==> src/rtl/tt_sweep_pkg.sv <==
// Shared constants and types for the truth-table sweep collector.
package tt_sweep_pkg;

  localparam int unsigned NUM_IN_DEF = 7;
  localparam int unsigned TT_W_DEF   = 2 ** NUM_IN_DEF;
  localparam int unsigned WCNT_W     = 4;

  // Reference signature of the majority-network class under test.
  localparam logic [TT_W_DEF-1:0] EXPECTED_TT_DEF =
    128'hfeeaeac8eca8a888eeeaeac8eca8a880;

  typedef enum logic [1:0] {
    IDLE  = 2'd0,
    SWEEP = 2'd1,
    HOLD  = 2'd2
  } state_e;

endpackage

==> src/rtl/tt_settle_counter.sv <==
// Settle-window counter (wcnt) and pattern index (idx) for the sweep.
// tick: this edge samples the current pattern. last: current pattern is the final one.
module tt_settle_counter
  import tt_sweep_pkg::*;
#(
  parameter int unsigned NUM_IN     = NUM_IN_DEF,
  parameter int unsigned SETTLE_CYC = 1
) (
  input  logic              clk,
  input  logic              rst_n,
  input  logic              clear_i,
  input  logic              en_i,
  output logic              tick_c_o,
  output logic              last_c_o,
  output logic [NUM_IN-1:0] idx_o
);

  localparam logic [NUM_IN-1:0] IDX_LAST = {NUM_IN{1'b1}};

  logic [WCNT_W-1:0] wcnt_q, wcnt_d;
  logic [NUM_IN-1:0] idx_q, idx_d;

  assign tick_c_o = (wcnt_q == WCNT_W'(SETTLE_CYC));
  assign last_c_o = (idx_q == IDX_LAST);
  assign idx_o    = idx_q;

  // Next-state: wait out the settle window, then advance to the next pattern.
  always_comb begin
    wcnt_d = wcnt_q;
    idx_d  = idx_q;
    if (clear_i) begin
      wcnt_d = '0;
      idx_d  = '0;
    end else if (en_i) begin
      if (tick_c_o) begin
        wcnt_d = '0;
        if (!last_c_o) idx_d = idx_q + NUM_IN'(1);
      end else begin
        wcnt_d = wcnt_q + WCNT_W'(1);
      end
    end
  end

  // Counter registers.
  always_ff @(posedge clk or negedge rst_n) begin
    if (!rst_n) begin
      wcnt_q <= '0;
      idx_q  <= '0;
    end else begin
      wcnt_q <= wcnt_d;
      idx_q  <= idx_d;
    end
  end

endmodule

==> src/rtl/tt_sweep_collector.sv <==
// Sweeps all input patterns onto a FUT, assembles its truth table and
// offers it on a valid/ready interface. Optional signature compare is
// enabled by defining SIGNATURE_CHECK_EN.
module tt_sweep_collector
  import tt_sweep_pkg::*;
#(
  parameter int unsigned                 NUM_IN      = NUM_IN_DEF,
  parameter int unsigned                 SETTLE_CYC  = 1,
  parameter logic [(2**NUM_IN)-1:0]      EXPECTED_TT = EXPECTED_TT_DEF
) (
  input  logic                     clk,
  input  logic                     rst_n,
  input  logic                     start,
  output logic                     busy,
  output logic [NUM_IN-1:0]        x,
  input  logic                     f_in,
  output logic                     tt_valid,
  input  logic                     tt_ready,
  output logic [(2**NUM_IN)-1:0]   tt_data,
  output logic [15:0]              sweep_cnt,
  output logic                     match
);

  localparam int unsigned TT_W = 2 ** NUM_IN;

  state_e            state_q;
  logic              busy_q;
  logic              valid_q;
  logic [NUM_IN-1:0] x_q;
  logic [TT_W-1:0]   cap_q;
  logic [15:0]       cnt_q;

  logic              tick_c;
  logic              last_c;
  logic [NUM_IN-1:0] idx_c;

  tt_settle_counter #(
    .NUM_IN     (NUM_IN),
    .SETTLE_CYC (SETTLE_CYC)
  ) u_cnt (
    .clk      (clk),
    .rst_n    (rst_n),
    .clear_i  ((state_q == IDLE) && start),
    .en_i     (state_q == SWEEP),
    .tick_c_o (tick_c),
    .last_c_o (last_c),
    .idx_o    (idx_c)
  );

  assign busy      = busy_q;
  assign x         = x_q;
  assign tt_valid  = valid_q;
  assign tt_data   = cap_q;
  assign sweep_cnt = cnt_q;

  // Sweep control: accept start, capture samples, hold result until handshake.
  always_ff @(posedge clk or negedge rst_n) begin
    if (!rst_n) begin
      state_q <= IDLE;
      busy_q  <= 1'b0;
      valid_q <= 1'b0;
      x_q     <= '0;
      cap_q   <= '0;
      cnt_q   <= '0;
    end else begin
      case (state_q)
        IDLE: begin
          if (start) begin
            state_q <= SWEEP;
            busy_q  <= 1'b1;
            x_q     <= '0;
            cap_q   <= '0;
          end
        end
        SWEEP: begin
          if (tick_c) begin
            cap_q[idx_c] <= f_in;
            if (last_c) begin
              state_q <= HOLD;
              valid_q <= 1'b1;
            end else begin
              x_q <= idx_c + NUM_IN'(1);
            end
          end
        end
        HOLD: begin
          if (tt_ready) begin
            state_q <= IDLE;
            valid_q <= 1'b0;
            busy_q  <= 1'b0;
            cnt_q   <= cnt_q + 16'd1;
          end
        end
        default: state_q <= IDLE;
      endcase
    end
  end

`ifdef SIGNATURE_CHECK_EN
  logic            match_q;
  logic [TT_W-1:0] cap_final_c;

  // Capture value including the sample taken on the HOLD-entry edge.
  always_comb begin
    cap_final_c        = cap_q;
    cap_final_c[idx_c] = f_in;
  end

  // Signature flag: latched on HOLD entry, cleared on leaving HOLD.
  always_ff @(posedge clk or negedge rst_n) begin
    if (!rst_n) begin
      match_q <= 1'b0;
    end else if ((state_q == SWEEP) && tick_c && last_c) begin
      match_q <= (cap_final_c == EXPECTED_TT);
    end else if ((state_q == HOLD) && tt_ready) begin
      match_q <= 1'b0;
    end
  end

  assign match = match_q;
`else
  logic unused_expected;
  assign unused_expected = ^EXPECTED_TT;
  assign match           = 1'b0;
`endif

endmodule
==> config.mk <==
export PLATFORM = sky130hd
export DESIGN_NAME = tt_sweep_collector
export DESIGN_NICKNAME = d
export VERILOG_FILES = /design/src/rtl/tt_sweep_pkg.sv /design/src/rtl/tt_settle_counter.sv /design/src/rtl/tt_sweep_collector.sv
export SDC_FILE = /design/constraint.sdc
export NUM_CORES = 1
export LEC_CHECK = 0
export ABC_AREA = 1
export BUFFER_PORTS_ARGS = -buffer_cell sky130_fd_sc_hd__buf_2
export CAP_MARGIN = 20
export CORE_ASPECT_RATIO = 0.75
export CORE_MARGIN = 2
export CORE_UTILIZATION = 31
export CTS_CLUSTER_DIAMETER = 120
export DETAILED_ROUTE_END_ITERATION = 8
export PLACE_DENSITY = 0.53
export SYNTH_ARGS = -nofsm -noshare
export SYNTH_HDL_FRONTEND = slang
export SYNTH_SLANG_ARGS = --single-unit
==> constraint.sdc <==
create_clock -name clk -period 3.1 [get_ports clk]
set_input_delay 0.62 -clock clk [delete_from_list [all_inputs] [get_ports clk]]
set_output_delay 0.62 -clock clk [all_outputs]
set_load 0.02 [all_outputs]
* Word level (Yosys, flattened, before mapping)
Index checks and enable logic that the tools add are counted.
** Word-level totals
- Flip-flop bits (word level) :: 166
- Bits of input ports :: 5
- Output and inout bits :: 154
- Word-level logic and storage cells :: 64
** Cells by class
- Add/sub/neg operators :: 3
- Order comparisons :: 2
- Equality and inequality tests :: 10
- Mux-type cells :: 26
- Reductions and logical operators :: 15
** Operators by type and width (number)
- $mux W128 :: 2
- $pmux W128 S2 :: 1
- $bwmux W128 :: 1
- $mux W7 :: 5
- $add A16 B1 Y16 const B :: 1
- $pmux W7 S2 :: 1
- $mux W4 :: 3
- $reduce_and A4 Y1 :: 3
- $ne A2 B2 Y1 const B :: 5
- $reduce_bool A2 Y1 :: 5
- $reduce_and A3 Y1 :: 3
- $lt A7 B8 Y1 const B :: 1
- $mux W2 :: 4
- $add A7 B1 Y7 const B :: 1
- $demux W1 S7 :: 1
- $eq A7 B7 Y1 const B :: 1
- $ge A7 B1 Y1 const B :: 1
- $pmux W2 S3 :: 1
- $mux W1 :: 5
- $add A4 B1 Y4 const B :: 1
- $eq A4 B1 Y1 const B :: 1
- $pmux W1 S2 :: 2
- $eq A2 B1 Y1 const B :: 1
- $eq A2 B2 Y1 const B :: 1
- 4 further kinds :: 5

* Depth between registers and ports, before layout
- Depth after elaboration :: 7
- Depth in mapped cells :: 11
- Mapped depth without buffers :: 9

* Cells and area by module
A second synthesis with hierarchy kept.
** Second synthesis, totals
- Cell total of the unflattened synthesis :: 1097
- Area, all modules :: 8191.6 sq um
** By module, submodules not included
- tt_sweep_collector :: instances 1, cells each 1018, area each 7546.0 sq um, sequential area each 3878.7 sq um
- tt_settle_counter :: instances 1, cells each 79, area each 645.6 sq um, sequential area each 275.3 sq um

* Least setup slack after synthesis
Ideal clock, no wire load.
- Kind :: input -> register
- Start :: input start
- End :: register x_q[0] (netlist: x[0])
- Setup time :: 0.118 ns
- Data arrival time :: 1.429 ns
- Data required time :: 2.982 ns
- Setup slack :: 1.553 ns
- Stages on the path :: 9
- Path buffers :: 2
- Cell sequence :: nand3_2 -> nand2_1 -> nand2_2 -> buf_6 -> inv_4 -> nand2_2 -> buf_6 -> nand2_1 -> nand2_1
** On the way
- Cells in the longest elaborated chain, start to end :: 2
** Ends and longest elaborated chain
- start, declared :: line tt_sweep_collector.sv:13 : input logic start,
- $ne A2 B2 Y1 (no source line)
- $reduce_and A4 Y1 (no source line)
- end signal, assigned :: line tt_sweep_collector.sv:82 : x_q <= idx_c + NUM_IN'(1);
- end, declared :: line tt_sweep_collector.sv:29 : logic [NUM_IN-1:0] x_q;
No other way between the ends.
A chain may end at the register's enable or synchronous reset.

* Worst setup path after layout
- Start :: register u_cnt.idx_q[1] (netlist: u_cnt.idx_o[1])
- End :: register cap_q[69] (netlist: tt_data[69])
** On the way
- Cells in the longest elaborated chain, start to end :: 7
- Elaborated cells on any way between the ends :: 8
- Classes of those cells :: order compare (2); mux (5); reduce/logical (1)
** Ends and longest elaborated chain
- start, declared :: line tt_settle_counter.sv:21 : logic [NUM_IN-1:0] idx_q, idx_d;
- start signal, assigned :: line tt_settle_counter.sv:51 : idx_q <= idx_d;
- $lt A7 B8 Y1 (implied by the code) / $ge A7 B1 Y1 (equally long branches) :: line tt_sweep_collector.sv:77 : cap_q[idx_c] <= f_in;
- $logic_and A1 B1 Y1 (implied by the code) :: line tt_sweep_collector.sv:77
- $mux W1 (implied by the code) :: line tt_sweep_collector.sv:77
- $demux W1 S7 (*) :: line tt_sweep_collector.sv:77
- $bwmux W128 (*) :: line tt_sweep_collector.sv:77
- $mux W128 (*) :: line tt_sweep_collector.sv:76 : if (tick_c) begin
- $pmux W128 S2 (*) :: line tt_sweep_collector.sv:66 : case (state_q)
- end signal, assigned by index :: line tt_sweep_collector.sv:77
- end, declared :: line tt_sweep_collector.sv:30 : logic [TT_W-1:0] cap_q;
Mark *: on every way between the ends. The rest lies on a longest branch, timed or not. The select of a mux whose other input is x is not followed.

==> summary.log <==
[sta] post-route setup slack 0.861 ns
[sta] setup repair after global routing missed its margin no
[power_and_ir_drop] pwr/cell area 444 nW/um^2
[setup_path] FF-to-FF Start u_cnt.idx_o[1]
[floorplan] width of the die 192 um
[sta] post-layout min period 2.24 ns
[cts] Clock Tree Buf Depth 2
[cts] Num CTS Buffers 17
[power_and_ir_drop] share of total power in the clock network 0.475
[cts] post-CTS setup repair buffer count 0
[floorplan] number of cell rows 51
[cts] maximum level of the CTS H-tree 4
[placement] gp weighted congestion 0.766
[sta] worst-case headroom to the max-slew limit 0.345
[synthesis] largest cells by area after synthesis sky130_fd_sc_hd__dfrtp_1, sky130_fd_sc_hd__nand2_1, sky130_fd_sc_hd__nor2_1
[grt] antenna violations before repair 0
[setup_path] cell chain of the critical path inv_1 > nand3_1 > buf_4 > nor2_1 > nor2_1 > o21ai_0 > nand2_1
[final_layout] # fillers 2748
[setup_path] slowest stage delay, CP 0.55 ns
[setup_path] kind of critical path flop to flop
[power_and_ir_drop] share of total power consumed by net switching 0.238
[power_and_ir_drop] PnR Total Power 4.38 mW
[grt] pin count of the biggest net entering global routing 85
[setup_path] slowest cell on the critical path sky130_fd_sc_hd__nand3_1
[sta] final-report max-slew violation count 0
[drt] final wirelength 26.4 mm
[setup_path] Worst Setup End Kind flop
[final_layout] layout-stage area growth over the synthesis result 19.6%
[floorplan] total core area 26000 um^2
[setup_path] largest fanout on the critical path 11
[grt] vias in the first global route 7067
[final_layout] diodes inserted 0
[drt] vias after detailed routing 7513
[setup_path] cell with the most instances on the worst path sky130_fd_sc_hd__nor2_1
[synthesis] Synth Register Bits 166
[floorplan] IO Pins 159
[synthesis] number of library cell types mapped by synthesis 27
[job] count of max-cap constraint violations 0
[grt] remaining global-route overflow 0
[final_layout] Layout Nets 1242
[cts] insertion delay of the later-clocked pin in the worst-skew pair 0.43 ns
[synthesis] cells after synthesis 1105
[status] result of the run complete, no violations
[power_and_ir_drop] combinational power share 0.025
[placement] post-detailed-placement half-perimeter wirelength 16.9 mm
[final_layout] share of final-layout standard cells stronger than drive strength 1 0.189
[drt] number of design-rule violations left by the first detailed-router iteration 524
[drt] Antenna Violating Nets Remaining 0
[synthesis] part of the Yosys area used for sequential elements 0.504
[synthesis] count of synthesis-stage warnings from yosys 0
[power_and_ir_drop] cell internal pwr 3.34 mW
[floorplan] area of the die 27900 um^2
[sta] slew of the pin with the lowest slew margin 0.982 ns
[grt] Top Usage Layer GRT met1
[synthesis] largest area contributor in the netlist sky130_fd_sc_hd__dfrtp_1
[setup_path] required time reported for the critical path endpoint 3.41 ns
[floorplan] die extent in y 145 um
[grt] met3 usage 0.0472
[sta] final setup vio count 0
[power_and_ir_drop] sequential power share 0.500
[grt] wire length of the first global-routing pass 41.6 mm
[drt] Initial DRT Pass Iterations 5
[synthesis] Syn Nets 1114
[cts] clock input transition at the sequential cells of the worst setup and hold paths 0.07 ns
[cts] number of sinks handled by clock tree synthesis 166
[power_and_ir_drop] Worst IR Drop VDD 0.000360 V
[synthesis] share of Yosys cell area claimed by the top area cell type 0.504
[sta] setup skew after layout 0.0101 ns
[cts] clock tree from TritonCTS yes
[placement] setup slack after placement 0.901 ns
[cts] hold buffer count at CTS 0
[sta] final hold violations 0
[drt] Vias per Instance 4.73
[cts] cts repair resizes 0
[setup_path] worst setup path start u_cnt.idx_o[1]
[setup_path] worst path arrival time 2.55 ns
[power_and_ir_drop] static leakage 5.23 nW
[worst_hold_path] worst min-delay path category input pin to async pin
[synthesis] netlist area before placement 8240 um^2
[sta] maximum clock rate 447 MHz
[synthesis] mean instance size in the synthesized netlist 7.46 um^2
[floorplan] effective utilization at floorplan 0.316
[grt] met1 track demand over resource in global routing 0.292
[sta] share of the cycle needed by the critical path after routing 0.722
[placement] I/O Buffers 157
[drt] DRC violations left 0
[drt] Avg WL per Cell 16.6 um
[grt] total global routing track utilization 0.192
[grt] M2 GR Usage 0.275
[power_and_ir_drop] switching power summed over all nets 1.04 mW
[sta] setup total negative slack 0 ns
[cts] clock root buffer sky130_fd_sc_hd__clkbuf_16
[setup_path] element type at the critical path start flop
## state kept, by name (all words and copies together), names as in the netlist
name	flops
state_q	2
x	7
tt_data	128
u_cnt.wcnt_q	4
u_cnt.idx_o	7
busy	1
tt_valid	1
sweep_cnt	16
## power groups by stage
| stage | combinational [mW] | clock [mW] | sequential [mW] |
|---|---|---|---|
| 2_1_floorplan | 0.0139 | 0 | 2.25 |
| 3_3_place_gp | 0.114 | 0 | 2.23 |
| 3_5_place_dp | 0.115 | 0 | 2.23 |
| 4_1_cts | 0.115 | 2.14 | 2.19 |
| 5_1_grt | 0.126 | 2.22 | 2.19 |
| 6_report | 0.110 | 2.08 | 2.19 |
## final cells by class
cell class / instances / area [um^2] / share of cell area
clock buffers: 18 / 439 / 0.0446
clock inverters: 14 / 126 / 0.0128
inverters: 39 / 149 / 0.0151
multi-input cells: 839 / 3620 / 0.367
flip-flops and latches: 166 / 4150 / 0.421
well taps: 344 / 430 / 0.0437
repair buffers: 170 / 940 / 0.0953
## cells in the mapped netlist
master	number
sky130_fd_sc_hd__inv_1	27
sky130_fd_sc_hd__buf_6	2
sky130_fd_sc_hd__clkbuf_2	6
sky130_fd_sc_hd__o22ai_1	3
sky130_fd_sc_hd__nand3_1	38
sky130_fd_sc_hd__nand2_1	406
sky130_fd_sc_hd__xor2_1	9
sky130_fd_sc_hd__inv_2	9
sky130_fd_sc_hd__o21ai_0	90
sky130_fd_sc_hd__nand3b_1	6
sky130_fd_sc_hd__nor3_1	2
sky130_fd_sc_hd__nor2_1	204
sky130_fd_sc_hd__dfrtp_1	166
sky130_fd_sc_hd__clkinv_1	2
sky130_fd_sc_hd__buf_4	8
sky130_fd_sc_hd__clkbuf_1	11
sky130_fd_sc_hd__nor2_4	3
sky130_fd_sc_hd__nand2_2	7
sky130_fd_sc_hd__xnor2_1	5
sky130_fd_sc_hd__nor2_2	7
sky130_fd_sc_hd__conb_1	1
sky130_fd_sc_hd__nand4_1	4
sky130_fd_sc_hd__ha_1	4
sky130_fd_sc_hd__nand3_2	7
sky130_fd_sc_hd__o21ai_1	43
sky130_fd_sc_hd__buf_2	34
sky130_fd_sc_hd__inv_4	1
## critical path, delay by kind of cell (launching register included)
kind / cells / cell delay, ns
and+or+nand+nor: 4 / 0.84
DFF: 1 / 0.48
AOI/OAI and AO/OA: 1 / 0.17
buffers and inverters: 2 / 0.63
## routing by layer
layer	vias to the layer above	wire [um]
li1	3722	-
met1	3566	13100
met2	210	11300
met3	15	1760
met4	0	208
met5	-	0
## final timing paths
kind / end / slack [ns] / cells past startpoint
setup / recovery: tt_data[69] / 0.86 / 7
setup reg to reg: tt_data[69] / 0.86 / 7
hold reg to reg: busy / 0.47 / 2
max in group asynchronous: tt_data[21] / 2.18 / 2
hold / removal: sweep_cnt[15] / 0.17 / 1
min in group clk: busy / 0.47 / 2
## cell families after synthesis
| family | count (synthesis) | share of synthesized area |
|---|---|---|
| xor+xnor | 14 | 0.0149 |
| fa+ha+maj | 4 | 0.00607 |
| buf+inv | 100 | 0.0574 |
| other cells | 1 | 0.000455 |
| compound gates | 136 | 0.0831 |
| simple gates | 684 | 0.334 |
| flops | 166 | 0.504 |
## cell usage in the layout, fill, tap and decap left out
master,Yosys,routed
sky130_fd_sc_hd__o21ai_1,43,43
sky130_fd_sc_hd__nand4_1,4,4
sky130_fd_sc_hd__nor2_1,204,204
sky130_fd_sc_hd__buf_4,8,9
sky130_fd_sc_hd__clkbuf_16,0,17
sky130_fd_sc_hd__clkbuf_8,0,1
sky130_fd_sc_hd__o21ai_0,90,90
sky130_fd_sc_hd__nand2_1,406,406
sky130_fd_sc_hd__nor2_4,3,4
sky130_fd_sc_hd__nand3_2,7,7
sky130_fd_sc_hd__nor2_2,7,6
sky130_fd_sc_hd__dfrtp_1,166,166
sky130_fd_sc_hd__o22ai_1,3,3
sky130_fd_sc_hd__ha_1,4,4
sky130_fd_sc_hd__inv_1,27,27
sky130_fd_sc_hd__inv_4,1,1
sky130_fd_sc_hd__clkinv_2,0,2
sky130_fd_sc_hd__nand3b_1,6,6
sky130_fd_sc_hd__nand2_2,7,7
sky130_fd_sc_hd__buf_12,0,4
sky130_fd_sc_hd__inv_6,0,2
sky130_fd_sc_hd__buf_6,2,1
sky130_fd_sc_hd__clkinvlp_4,0,8
sky130_fd_sc_hd__clkinv_1,2,2
sky130_fd_sc_hd__xnor2_1,5,5
sky130_fd_sc_hd__inv_2,9,9
sky130_fd_sc_hd__conb_1,1,1
sky130_fd_sc_hd__clkinv_4,0,1
sky130_fd_sc_hd__buf_2,34,156
sky130_fd_sc_hd__xor2_1,9,9
sky130_fd_sc_hd__bufinv_16,0,1
sky130_fd_sc_hd__nand3_1,38,38
sky130_fd_sc_hd__nor3_1,2,2
## stage by stage
stage	instance area [um^2]	hold slack, ns	utilization	cells
3_3_place_gp	9290	0.456	0.357	1558
5_1_grt	9860	0.198	0.379	1590
2_1_floorplan	8240	0.324	-	1105
4_1_cts	9860	0.171	0.379	1590
6_report	9860	0.167	0.379	1590
3_5_place_dp	9290	0.453	0.357	1558
No activity file was read; power rests on OpenSTA's default activity.
